### config.mk
export PLATFORM = sky130hd
export DESIGN_NAME = poly_axis_tx
export DESIGN_NICKNAME = d
export VERILOG_FILES = /design/src/rtl/poly_axis_tx.sv
export SDC_FILE = /design/constraint.sdc
export NUM_CORES = 1
export LEC_CHECK = 0
export CAP_MARGIN = 5
export CORE_MARGIN = 10
export CORE_UTILIZATION = 26
export DETAILED_ROUTE_END_ITERATION = 12
export SLEW_MARGIN = 20
export SYNTH_ARGS = -nofsm -noshare
export SYNTH_HDL_FRONTEND = slang
export SYNTH_SLANG_ARGS = --single-unit
### constraint.sdc
create_clock -name clk -period 2.5 [get_ports clk]
set_input_delay 0.75 -clock clk [delete_from_list [all_inputs] [get_ports clk]]
set_output_delay 0.75 -clock clk [all_outputs]
set_load 0.005 [all_outputs]
### src/rtl/poly_axis_tx.sv
// poly_axis_tx: polynomial coefficient source that streams N beats per committed polynomial.
// Defining POLY_TX_PINGPONG_EN gives two banks so loading overlaps streaming; otherwise one bank.
module poly_axis_tx #(
  parameter  int N  = 4,
  parameter  int W  = 5,
  localparam int AW = $clog2(N)
) (
  input  logic          clk,
  input  logic          s_rst_n,
  input  logic          wr_en,
  input  logic [AW-1:0] wr_addr,
  input  logic [W-1:0]  wr_data,
  input  logic          commit,
  output logic          wr_rdy,
  output logic [W-1:0]  m_data,
  output logic          m_vld,
  output logic          m_last,
  input  logic          m_rdy
);

`ifdef POLY_TX_PINGPONG_EN
  localparam logic PP = 1'b1;
`else
  localparam logic PP = 1'b0;
`endif

  localparam logic [AW:0]   LAST_IDX = (AW+1)'(N-1);
  localparam logic [AW:0]   CNT_ONE  = (AW+1)'(1);
  localparam logic [AW-1:0] IDX0     = '0;

  typedef enum logic {IDLE, STREAM} state_t;

  state_t       state, state_nxt;
  logic [W-1:0] bank [2][N];
  logic [1:0]   full, full_nxt;
  logic         fill_sel, fill_sel_nxt;
  logic         drain_sel, drain_sel_nxt;
  logic [AW:0]  cnt, cnt_nxt, cnt_inc;
  logic [W-1:0] data_nxt, next_head;
  logic         vld_nxt, last_nxt, wr_rdy_nxt;
  logic         wr_ok, commit_ok, accept, next_bank;

  assign wr_ok     = wr_en && wr_rdy;
  assign commit_ok = commit && wr_rdy;
  assign accept    = m_vld && m_rdy;
  assign cnt_inc   = cnt + CNT_ONE;
  assign next_bank = drain_sel ^ PP;

  // A bank committed in the same cycle may also take a write to coefficient 0 that is not yet in storage.
  assign next_head = (wr_ok && (fill_sel == next_bank) && (wr_addr == IDX0)) ?
                     wr_data : bank[next_bank][IDX0];

  always_ff @(posedge clk) begin
    if (s_rst_n && wr_ok) begin
      bank[fill_sel][wr_addr] <= wr_data;
    end
  end

  always_comb begin
    state_nxt     = state;
    cnt_nxt       = cnt;
    data_nxt      = m_data;
    vld_nxt       = m_vld;
    last_nxt      = m_last;
    full_nxt      = full;
    fill_sel_nxt  = fill_sel;
    drain_sel_nxt = drain_sel;

    if (commit_ok) begin
      full_nxt[fill_sel] = 1'b1;
      fill_sel_nxt       = fill_sel ^ PP;
    end

    case (state)
      IDLE: begin
        if (full[drain_sel]) begin
          state_nxt = STREAM;
          cnt_nxt   = '0;
          data_nxt  = bank[drain_sel][IDX0];
          vld_nxt   = 1'b1;
          last_nxt  = 1'b0;
        end
      end
      STREAM: begin
        if (accept) begin
          if (cnt != LAST_IDX) begin
            cnt_nxt  = cnt_inc;
            data_nxt = bank[drain_sel][cnt_inc[AW-1:0]];
            last_nxt = (cnt_inc == LAST_IDX);
          end else begin
            // Last beat leaves: free the bank and chain straight into the other one if it is ready.
            full_nxt[drain_sel] = 1'b0;
            drain_sel_nxt       = next_bank;
            cnt_nxt             = '0;
            last_nxt            = 1'b0;
            if (full_nxt[next_bank]) begin
              data_nxt = next_head;
              vld_nxt  = 1'b1;
            end else begin
              state_nxt = IDLE;
              vld_nxt   = 1'b0;
            end
          end
        end
      end
      default: state_nxt = IDLE;
    endcase

    wr_rdy_nxt = ~full_nxt[fill_sel_nxt];
  end

  always_ff @(posedge clk) begin
    if (!s_rst_n) begin
      state     <= IDLE;
      full      <= '0;
      fill_sel  <= 1'b0;
      drain_sel <= 1'b0;
      cnt       <= '0;
      m_data    <= '0;
      m_vld     <= 1'b0;
      m_last    <= 1'b0;
      wr_rdy    <= 1'b0;
    end else begin
      state     <= state_nxt;
      full      <= full_nxt;
      fill_sel  <= fill_sel_nxt;
      drain_sel <= drain_sel_nxt;
      cnt       <= cnt_nxt;
      m_data    <= data_nxt;
      m_vld     <= vld_nxt;
      m_last    <= last_nxt;
      wr_rdy    <= wr_rdy_nxt;
    end
  end

endmodule

# [Yosys cells after proc, flatten, opt, wreduce, memory -nomap -nowiden]
# Memories as Yosys holds them, arrays and structs flattened.
# Index checks and enable logic that the tools add are counted.
[word_totals] latch_bits=0 ramBits=40 output_inout_bits=8 word_cells=61 in_bits=12 ff_bits=14 mem_count=1 romBits=0
[memory_table] name="bank" words=2 word_bits=20 rd=1 rd_ports_with_merged_regs=0 wr=1 line="34" text="logic [W-1:0] bank [2][N];"
[op_classes] add_sub_neg=1 n_eq_ne=6 reduce_logical=8 bitwise_logic=4 order_cmp=3 muxes=31 shift=0 n_mul=0 n_div=0
[ops] operator="5-bit 2-to-1 mux" count=6
[ops] operator="20-bit 2-to-1 mux" count=1
[ops] operator="1-bit 2-to-1 mux" count=14
[ops] operator="5-bit binary-select mux with 2-bit select" count=1
[ops] operator="5-bit demux with 2-bit select" count=1
[ops] operator="5-bit case mux with 2 select lines" count=1
[ops] operator="3-bit 2-to-1 mux" count=3
[ops] operator="3-bit >= comparator, second input constant" count=2
[ops] operator="2-bit inverter with 3-bit output" count=2
[ops] operator="1-bit case mux with 2 select lines" count=3
[ops] operator="3-bit case mux with 2 select lines" count=1
[ops] operator="3-bit AND reduction" count=2
[ops] operator="1-bit logical AND" count=5
[ops] operator="2-bit by 1-bit inequality test with 1-bit output, second input constant" count=2
[ops] operator="2-bit inequality test, second input constant" count=2
[ops] operator="3-bit by 1-bit adder with 3-bit output, second input constant" count=1
[ops] operator="3-bit by 2-bit == test with 1-bit output, second input constant" count=1
[ops] operator="3-bit by 1-bit less-than comparator with 1-bit output, second input constant" count=1
[ops] operator="3-bit by 2-bit inequality test with 1-bit output, second input constant" count=1
[ops] operator="1-bit inverter" count=2
[ops] operator="2-bit AND reduction" count=1

# [Logic depth before layout (Yosys ltp)]
[depth] word_depth=8 mapped_depth=6 mapped_depth_nobuf=6

# [Worst setup path after synthesis]
# OpenSTA, ideal clock, no wires.
[synth_path] path_kind="input -> register" from="in s_rst_n" to="mem bank[0][10] (netlist bit), enable pin" path_buffers=1 arrival_ns=1.350 t_required_ns=2.160 path_stages=3 setup_ns=0.340 setup_slack_ns=0.810 cell_sequence="clkbuf_1 > nand4_1 > nor2_1"
[synth_between] elab_chain_cells=3
[synth_lines] element="start: declaration" line="9" text="input logic s_rst_n,"
[synth_lines] element="1-bit logical AND" line="54" text="if (s_rst_n && wr_ok) begin"
[synth_lines] element="1-bit 2-to-1 mux" line="54"
[synth_lines] element="20-bit 2-to-1 mux (implied by the code)" line="55" text="bank[fill_sel][wr_addr] <= wr_data;"
[synth_lines] element="end: declaration" line="34"
# Every way passes these cells.

# [Worst setup path in the final report]
[layout_path] from="reg m_vld" to="out m_vld"
[layout_lines] element="start: declaration" line="16" text="output logic m_vld,"
[layout_lines] element="start signal: assignment" line="130" text="m_vld <= vld_nxt;"
# No word-level cell between the ends.

==> impl_metrics.json <==
{
  "slowest_delay_ns": 0.55,
  "antenna_found_initial": 0,
  "io_buffer_count": 19,
  "netlist_area_um2": 1380,
  "grt_pass1_vias": 922,
  "vias": 866,
  "grt_overflow": 0,
  "area_delta_synth_final_pct": 27.2,
  "min-delay-start": "m_last",
  "remaining_drc_errors": 0,
  "die_y_um": 92.7,
  "critPathRequiredTime_ns": 1.75,
  "worstReg2RegStart": "state",
  "seq_area_um2": 861,
  "synth.top_cell.area_share_pct": 43.7,
  "r2r-end": "m_data[0]",
  "top_layer": "met4",
  "path_clk_slew_ns": 0.07,
  "cts_setup_buffers": 0,
  "dpl.hpwl_mm": 2.21,
  "wl_per_cell_um": 14.1,
  "n_antenna_cell": 0,
  "ys_ff_latch": 33,
  "relSlewSlack_pct": 62.9,
  "worstRegToRegCells": 4,
  "slowest_stage": "clkdlybuf4s50_1",
  "wl_met3_um": 126,
  "io_pins": 20,
  "layout-drive-gt1-share_pct": 14.6,
  "yosysTopAreaCell": "edfxtp_1",
  "p_leak_nw": 0.589,
  "ant_nets": 0,
  "die_w_um": 92.7,
  "min_period_ns": 1.98,
  "cp-startpoint": "m_vld",
  "slew_viol_final": 0,
  "ff2ff_setup_slack_ns": 0.89,
  "path_buf_inv": 1,
  "dp_cells": 192,
  "status": "finished clean",
  "worstMarginPinSlew_ns": 0.556,
  "vias_per_cell": 4.33,
  "multi_input_area_um2": 488,
  "fin_nets": 145,
  "netlist_instances": 102,
  "rsz0062_at_grt": "false",
  "ys_types": 26,
  "cpLargestDelayFamily": "buffers and inverters",
  "synth_area_leaders": "edfxtp_1 44%, dfxtp_1 19%, mux4_2 8.2%",
  "met1_length_mm": 1.15,
  "powerDensity_nw_per_um2": 609,
  "start_util_pct": 26.9,
  "clk_latency_ns": 0.28,
  "place.gp.congestion": 0.777,
  "cp.depth": 1,
  "root_buffer": "clkbuf_8",
  "cp-end-kind": "output pin",
  "yosysSeqAreaShare_pct": 62.6,
  "setup_tns_ns": 0,
  "finClkSkew_ns": 0.00516,
  "stdcell_count": 200,
  "hold_viol_final": 0,
  "grt_pass1_wl_mm": 4.55,
  "syn_area_per_cell_um2": 13.5,
  "track_usage_pct": 6.87,
  "syn_nets": 118,
  "postCtsHoldBufs": 0,
  "cp_data_arrival_time_ns": 1.23,
  "first_iter_violations": 29,
  "path_cells": "clkdlybuf4s50_1",
  "synth_warnings": 0,
  "crit_path_start_kind": "register",
  "cap_violations": 0,
  "wl_met2_mm": 1.51,
  "numCtsBuffers": 5,
  "fillers": 503,
  "die_area_um2": 8600,
  "grt_max_degree": 17,
  "coreArea_um2": 5110,
  "path_max_fanout": 4,
  "post_cts_resized": 0,
  "cts_max_level": 2,
  "min_period_over_period_pct": 79.3,
  "cts_buffer_depth": 2,
  "power_w": 0.00107,
  "cts_tree": "done",
  "fmax_mhz": 504,
  "ir_drop_mv": 0.342,
  "rows": 26,
  "finalSetupViolations": 0,
  "numClockSinks": 33,
  "hold_path_class": "register to register",
  "worstSetupPathType": "register to output pin",
  "drt-pass1-iter-count": 4,
  "worstSetupEndpoint": "m_vld",
  "drt-total-wl_mm": 2.82
}
worst register-to-register path: stages (launching register included):
cell and delay, ns:
dfxtp_1 0.67, and2b_4 0.28, o21bai_4 0.22, o21ai_0 0.21, a31oi_1 0.08
worst min path at each step:
stage | endpoint | slack [ns] | depth (start not counted)
detailed placement | m_last | 0.45 | 2
finish | m_last | 0.46 | 2
global route | m_last | 0.48 | 2
global placement | m_last | 0.45 | 2
floorplan | m_last | 0.45 | 2
CTS | m_last | 0.46 | 2
cells in the final DEF, fill, tap and decap left out:
cell,instances
edfxtp_1,20
a21boi_1,1
nand3_1,1
or2_1,1
clkinv_2,1
o21ai_0,6
nand2_1,7
clkinv_1,2
clkbuf_8,5
ha_1,4
inv_1,3
o21bai_4,1
a21oi_1,3
a31oi_1,5
nor2b_1,3
nor2b_4,1
o21a_1,1
nor4b_1,1
clkdlybuf4s50_1,19
and2b_4,1
nor3_1,3
mux4_2,5
nand3_4,1
nand2b_1,6
dfxtp_1,13
buf_4,4
nand4_1,3
a21boi_0,1
nor2_1,8
cells by family (layout without fill, tap and decap cells):
| family | Yosys count | count (layout) | share of synthesized area (%) |
|---|---|---|---|
| AO/OA/AOI/OAI | 18 | 18 | 8.55 |
| flip-flops | 33 | 33 | 62.6 |
| AND/OR/NAND/NOR | 36 | 36 | 15.1 |
| multiplexers | 5 | 5 | 8.19 |
| adder cells (fa/ha/maj) | 4 | 4 | 3.64 |
| buffers and inverters | 6 | 34 | 1.91 |
layer usage:
| metal | GRT usage (%) | up-vias |
|---|---|---|
| met2 | 12.5 | 13 |
| met3 | 2.99 | 5 |
| met4 | 2.70 | 0 |
| li1 | - | 429 |
| met1 | 6.72 | 419 |
| met5 | 0 | - |
where the power goes:
group	total, W	leakage, nW	internal (W)	switching [W]
logic	0.0000889	0.260	0.0000528	0.0000361
clock network	0.000368	0.0430	0.000187	0.000181
registers	0.000608	0.287	0.000593	0.0000158
total	0.00107	0.589	0.000832	0.000233
stage by stage:
step / worst slack, ns / area, um^2 / utilization (%) / hold WS, ns
after global placement: 0.332 / 1670 / 32.7 / 0.448
after global routing: 0.452 / 1750 / 34.2 / 0.477
final: 0.517 / 1750 / 34.2 / 0.457
after CTS: 0.494 / 1750 / 34.2 / 0.461
after floorplan: 0.810 / 1380 / - / 0.447
after detailed placement: 0.260 / 1670 / 32.7 / 0.452
sequential cells by signal, indices dropped and copies added (netlist names):
register / flops
bank: 20
wr_rdy: 1
full: 1
state: 1
m_data: 5
m_last: 1
cnt: 3
m_vld: 1
final cells by class:
class	count	share of cell area [%]
clock inverter	3	0.715
clock buffer	5	3.93
multi-input combinational	63	27.9
sequential	33	49.2
timing repair buffer	23	12.6
inverter	3	0.644
tap	70	5.01
synthesized netlist by cell type:
cell      number
o21a_1         1
nor3_1         3
nand2b_1       6
o21ai_0        6
nand2_1        7
o21bai_4       1
ha_1           4
a21boi_0       1
or2_1          1
clkbuf_1       2
nand3_1        1
a21boi_1       1
nor4b_1        1
inv_1          3
a31oi_1        5
dfxtp_1       13
buf_4          1
nand4_1        3
and2b_4        1
edfxtp_1      20
mux4_2         5
a21oi_1        3
nor2_1         8
nor2b_1        3
nor2b_4        1
nand3_4        1
(Power assumes the default switching activity.)
